File: src/rtl/mem_arbiter.sv
// mem_arbiter: shares one single-port memory between an instruction-fetch
// requester and a data requester. Data accesses win by default; a saturating
// starvation counter forces a fetch grant after STARVE_LIMIT consecutive data
// grants while a fetch is waiting. One access is in flight at a time.
module mem_arbiter #(
    parameter int unsigned STARVE_LIMIT = 4
) (
    input  logic        clk_i,
    input  logic        rst_ni,
    // fetch port
    input  logic        if_req_i,
    input  logic [31:0] if_addr_i,
    output logic [31:0] if_rdata_o,
    output logic        if_ready_o,
    // data port
    input  logic        dm_req_i,
    input  logic [3:0]  dm_w_en_i,
    input  logic [31:0] dm_addr_i,
    input  logic [31:0] dm_wdata_i,
    output logic [31:0] dm_rdata_o,
    output logic        dm_ready_o,
    // memory port
    output logic        mem_req_o,
    output logic [3:0]  mem_w_en_o,
    output logic [31:0] mem_addr_o,
    output logic [31:0] mem_wdata_o,
    input  logic        mem_ack_i,
    input  logic [31:0] mem_rdata_i,
    // pipeline freeze
    output logic        stall_o
);

    localparam int unsigned CNT_W = (STARVE_LIMIT < 1) ? 1 : $clog2(STARVE_LIMIT + 1);
    localparam logic [CNT_W-1:0] CNT_MAX = CNT_W'(STARVE_LIMIT);

    typedef enum logic [1:0] {
        IDLE    = 2'd0,
        BUSY_IF = 2'd1,
        BUSY_DM = 2'd2
    } state_t;

    state_t            state_q;
    logic [CNT_W-1:0]  starve_q, starve_d;
    logic              mem_req_q;
    logic [3:0]        mem_w_en_q;
    logic [31:0]       mem_addr_q;
    logic [31:0]       mem_wdata_q;
    logic              if_ready_q, dm_ready_q;
    logic [31:0]       if_rdata_q, dm_rdata_q;

    logic if_elig, dm_elig, starved, turnaround;
    logic grant_if, grant_dm;

    // A requester is eligible only while its own ready is not pulsing, so a
    // request still held high during completion cannot be granted twice.
    assign if_elig = if_req_i & ~if_ready_q;
    assign dm_elig = dm_req_i & ~dm_ready_q;
    assign starved = (starve_q == CNT_MAX);
    // Nothing is granted in a ready-pulse cycle: that cycle lets the finishing
    // requester present its next access so it competes fairly on the next edge.
    assign turnaround = if_ready_q | dm_ready_q;

    // Arbitration and starvation-counter next state.
    // NOTE: every signal driven here gets a default first so no latch is inferred.
    always_comb begin
        grant_if = 1'b0;
        grant_dm = 1'b0;
        starve_d = starve_q;
        if (state_q == IDLE && !turnaround) begin
            if (if_elig && (!dm_elig || starved)) begin
                grant_if = 1'b1;
            end else if (dm_elig) begin
                grant_dm = 1'b1;
            end
        end
        if (!if_req_i || grant_if) begin
            starve_d = '0;
        end else if (grant_dm && !starved) begin
            starve_d = starve_q + CNT_W'(1);
        end
    end

    // Access FSM with registered memory-side and requester-side outputs.
    // NOTE: state uses non-blocking assignments so every register samples pre-edge values.
    always_ff @(posedge clk_i or negedge rst_ni) begin
        if (!rst_ni) begin
            state_q     <= IDLE;
            starve_q    <= '0;
            mem_req_q   <= 1'b0;
            mem_w_en_q  <= 4'b0000;
            mem_addr_q  <= 32'h0;
            mem_wdata_q <= 32'h0;
            if_ready_q  <= 1'b0;
            dm_ready_q  <= 1'b0;
            if_rdata_q  <= 32'h0;
            dm_rdata_q  <= 32'h0;
        end else begin
            starve_q   <= starve_d;
            if_ready_q <= 1'b0;
            dm_ready_q <= 1'b0;
            unique case (state_q)
                IDLE: begin
                    // mem_ack seen here is stale (e.g. from an access cut off by
                    // reset) and is deliberately ignored.
                    if (grant_if) begin
                        state_q     <= BUSY_IF;
                        mem_req_q   <= 1'b1;
                        mem_w_en_q  <= 4'b0000;
                        mem_addr_q  <= if_addr_i;
                        mem_wdata_q <= 32'h0;
                    end else if (grant_dm) begin
                        state_q     <= BUSY_DM;
                        mem_req_q   <= 1'b1;
                        mem_w_en_q  <= dm_w_en_i;
                        mem_addr_q  <= dm_addr_i;
                        mem_wdata_q <= dm_wdata_i;
                    end
                end
                BUSY_IF: begin
                    if (mem_ack_i) begin
                        state_q    <= IDLE;
                        mem_req_q  <= 1'b0;
                        if_rdata_q <= mem_rdata_i;
                        if_ready_q <= 1'b1;
                    end
                end
                BUSY_DM: begin
                    // Stores capture read data too; the requester ignores it.
                    if (mem_ack_i) begin
                        state_q    <= IDLE;
                        mem_req_q  <= 1'b0;
                        dm_rdata_q <= mem_rdata_i;
                        dm_ready_q <= 1'b1;
                    end
                end
                default: begin
                    state_q   <= IDLE;
                    mem_req_q <= 1'b0;
                end
            endcase
        end
    end

    assign mem_req_o   = mem_req_q;
    assign mem_w_en_o  = mem_w_en_q;
    assign mem_addr_o  = mem_addr_q;
    assign mem_wdata_o = mem_wdata_q;
    assign if_ready_o  = if_ready_q;
    assign dm_ready_o  = dm_ready_q;
    assign if_rdata_o  = if_rdata_q;
    assign dm_rdata_o  = dm_rdata_q;

    // The pipeline freezes while any request is outstanding and not completing.
    assign stall_o = (if_req_i & ~if_ready_q) | (dm_req_i & ~dm_ready_q);

endmodule

File: config.mk
export PLATFORM = sky130hd
export DESIGN_NAME = mem_arbiter
export DESIGN_NICKNAME = d
export VERILOG_FILES = /design/src/rtl/mem_arbiter.sv
export SDC_FILE = /design/constraint.sdc
export NUM_CORES = 1
export LEC_CHECK = 0
export ABC_AREA = 1
export CAP_MARGIN = 20
export CORE_AREA = 2 2 132 134
export CTS_BUF_LIST = sky130_fd_sc_hd__clkbuf_4 sky130_fd_sc_hd__clkbuf_8
export DETAILED_ROUTE_END_ITERATION = 6
export DIE_AREA = 0 0 134 136
export DONT_BUFFER_PORTS = 1
export PLACE_DENSITY = 0.55
export SETUP_SLACK_MARGIN = 0.4
export SLEW_MARGIN = 25
export SYNTH_ARGS = -nofsm -noshare
export SYNTH_HDL_FRONTEND = slang
export SYNTH_SLANG_ARGS = --single-unit
File: constraint.sdc
create_clock -name clk_i -period 2 [get_ports clk_i]
set_input_delay 0.1 -clock clk_i [delete_from_list [all_inputs] [get_ports clk_i]]
set_output_delay 0.1 -clock clk_i [all_outputs]
set_load 0.02 [all_outputs]
==> flow_summary.rst <==
.. list-table::
   :header-rows: 1

   * - Metric
     - Value
   * - Layout overhead on the synthesized area
     - 37.9%
   * - Most frequent cell after synthesis
     - nand2_1
   * - Root buffer cell
     - clkbuf_8
   * - Clock transition at path regs
     - 0.08 ns
   * - Hold buffer count at cts
     - 135
   * - Top-Level Pins
     - 273
   * - Die area
     - 18200 um^2
   * - R2r endpoint
     - mem_addr_o[13]
   * - EDFF count, synth
     - 0
   * - Diode count
     - 0
   * - Combinational group share of total power
     - 28.7%
   * - Post-detail-place hpwl
     - 9910 um
   * - Maximum number of pins on one net before global-route repair
     - 141
   * - Max-capacitance violation count
     - 0
   * - Met3 Use GR
     - 8.02%
   * - Fraction of layout cells with a size suffix above 1
     - 8.27%
   * - Setup TNS Final
     - 0 ns
   * - Worst hold slack
     - -0.645 ns
   * - Setup repair after global routing missed its margin
     - yes
   * - Synthesized netlist cell count
     - 632
   * - Number of inserted filler cells in the final layout
     - 1491
   * - GRT Overall Usage
     - 18.0%
   * - Unique cell type count in the Yosys netlist
     - 21
   * - Hold WC Path Type
     - input pin to async pin
   * - Arrival time worst endpoint
     - 1.87 ns
   * - Starting DRT DRC Count
     - 295
   * - Vias/cell
     - 5.11
   * - Sequential share of power
     - 52.7%
   * - TritonRoute pass-1 iters
     - 5
   * - Synthesized area
     - 5740 um^2
   * - Internal power summed over all cells
     - 6.78 mW
   * - Setup violations, final
     - 0
   * - Busiest layer in global routing
     - met2
   * - WL/cell
     - 17.6 um
   * - Post-layout utilization of the core
     - 46.9%
   * - CTS max path bufs
     - 2
   * - Count of placed standard cells including taps
     - 826
   * - Switching part of the total power
     - 45.4%
   * - Total wire length after detailed routing
     - 17600 um
   * - Cell type contributing the most total cell area after synthesis
     - dfrtp_1
   * - Clock network latency to the later pin of the worst-skew pair
     - 0.43 ns
   * - Endpoint required time on the critical path
     - 2.30 ns
   * - Leakage component of the power
     - 3.85 nW
   * - Number of nets produced by synthesis
     - 774
   * - Routing usage on met1
     - 20.2%
   * - Crit path setup slack, layout
     - 0.439 ns
   * - Total count of hold-check failures in the final report
     - 140
   * - Top cells by area in the synthesized netlist
     - dfrtp_1, nand2_1, nand3_1
   * - CTS tree
     - yes
   * - Final number of max-transition violations
     - 0
   * - Final net count
     - 903
   * - Via count of the routed design
     - 5104
   * - Synthesized area per cell
     - 9.08 um^2
   * - Type of origin of the critical path
     - flop
   * - Flip-flop cell with the highest count after synthesis
     - dfrtp_1
   * - Worst stage delay on the critical path
     - 0.41 ns
   * - Num CTS Buffers
     - 17
   * - Die height
     - 136 um
   * - Combined buffer and inverter count along the critical path
     - 2
   * - Detailed-route DRC error count
     - 0
   * - Post-Place Worst Slack
     - 0.147 ns
   * - Violated checks
     - negative hold slack
   * - Post-layout instance area
     - 7910 um^2
   * - Crit-path cells
     - inv_2 -> ha_2 -> nand2_2 -> nor2_4 -> nand2_4 -> clkbuf_16 -> nand3_1 -> nand3_1
   * - R2R Path Start
     - state_q[1]
   * - Area taken by flip-flops and latches
     - 3500 um^2
   * - Share of flip-flops with an asynchronous set or reset
     - 100%
   * - Remaining number of nets flagged by the antenna check after routing
     - 0
   * - Relative slew margins
     - 78.7%
   * - Final clock period utilization by the worst path
     - 78.1%
   * - CP dominant cell by count
     - nand3_1
   * - Met2 track utilization from global routing
     - 30.1%
   * - Via count of the first global-routing pass
     - 5181
   * - Critical Path Fanout Max
     - 17
   * - Cell Count, Final, Fillers Out
     - 999
   * - Yosys top cell area share
     - 61.1%
   * - Area of the core region
     - 16900 um^2
   * - Wire length of the first global-routing pass
     - 25900 um
   * - Kind of end point of the critical path
     - flop
   * - Number of warnings issued by yosys
     - 0
   * - Status
     - finished, violations left
   * - Flops & latches, synth
     - 140
   * - Count of clock tree sinks
     - 140
   * - Initial cell density of the core
     - 34.0%
   * - Antenna violations before repair
     - 0
   * - Floorplan row count
     - 48
   * - Placer's final routability congestion estimate
     - 0.825
   * - Count of H-tree levels built during CTS
     - 4
   * - Highest achievable clock rate
     - 640 MHz
   * - Final critical path time including I/O delays and setup
     - 1.56 ns
   * - Worst r2r path cells
     - 8
   * - R2R Setup Slk
     - 0.44 ns
   * - Width of the die
     - 134 um
   * - Worst Max-Slew Pin Slew
     - 0.319 ns
   * - Total placed instance area
     - 5960 um^2
   * - Most frequent cells after synthesis
     - nand2_1, dfrtp_1, nand3_1
   * - Overall power
     - 12.4 mW
   * - Fraction of the yosys area taken by sequential cells
     - 61.1%
   * - Power density over the cells
     - 1570 nW/um^2
   * - Residual overflow from global routing
     - 0
   * - Kind of cell with the highest combined delay on the critical path
     - simple AND/OR/NAND/NOR gates
   * - Footprint of the multi-input gates
     - 1900 um^2
   * - Fin Clk Skew
     - 0.00702 ns
   * - Number of input and output port buffers inserted
     - 0
   * - Crit-path slowest cell
     - dfrtp_1
   * - Highest ir drop seen on vdd
     - 0.704 mV
   * - Part of the total power dissipated in the clock network
     - 18.6%
   * - Switching power
     - 5.64 mW
   * - CP Class
     - flop to flop
cells in the final DEF (no fill, tap or decap), drive strengths merged:
cell type,n
nand4,1
a31oi,1
bufbuf,1
dfrtp,140
dlygate4sd3,135
clkinv,5
clkinvlp,3
o21ai,66
nor2,10
nand3,136
inv,45
nand2,183
bufinv,2
buf,12
clkbuf,25
ha,5
a21oi,3
o211ai,1
how the worst max path moves through the flow:
stage	cells past startpoint	slack, ns	start	to
after global routing	7	0.35	state_q[1]	mem_wdata_o[2]
after detailed placement	8	0.15	starve_q[0]	mem_addr_o[31]
after CTS	8	0.43	state_q[1]	state_q[1]
after floorplan	9	0.55	state_q[0]	mem_wdata_o[12]
final	8	0.44	state_q[1]	mem_addr_o[13]
after global placement	8	0.27	starve_q[0]	mem_addr_o[1]
flip-flops by register name, summed over array words and instances, names as in the netlist:
name and flops:
mem_req_o 1, mem_w_en_o 4, dm_rdata_o 32, mem_addr_o 32, state_q 2, mem_wdata_o 32, if_rdata_o 32, starve_q 3
if_ready_o 1, dm_ready_o 1
cells by family after synthesis:
group / after synthesis / synth area share, %
flip-flops: 140 / 61.1
buffers and inverters: 86 / 6.39
AO/OA/AOI/OAI: 71 / 6.35
adder cells (fa/ha/maj): 5 / 1.09
AND/OR/NAND/NOR: 330 / 25.1
area by class of cell:
cell class	instances	area share (%)
inverter	45	2.14
sequential	140	44.3
multi-input combinational	406	24.0
tap	225	3.56
timing repair buffer	151	20.9
clock buffer	22	3.67
clock inverter	10	1.46
power by group through the flow:
stage | clock network (mW) | logic, mW | registers (mW)
after detailed placement | 0 | 2.90 | 6.55
after global placement | 0 | 2.70 | 6.55
after global routing | 2.54 | 4.02 | 6.68
after CTS | 2.40 | 3.29 | 6.53
after floorplan | 0 | 2.28 | 6.23
final | 2.31 | 3.56 | 6.54
metal layers:
metal / wire length, um / part of all wire, % / up-vias
met4: 507 / 2.9 / 0
li1: - / - / 2308
met3: 1960 / 11 / 46
met2: 8590 / 49 / 316
met1: 6530 / 37 / 2434
met5: 0 / 0 / -
what timing repair did:
item	in CTS	in global routing
setup endpoints to repair	72	75
pin swaps	1	3
cloned	1	4
gates resized for setup	5	11
buffers inserted	1	0
endpoints found under the hold margin	280	140
(Power assumes the default switching activity.)
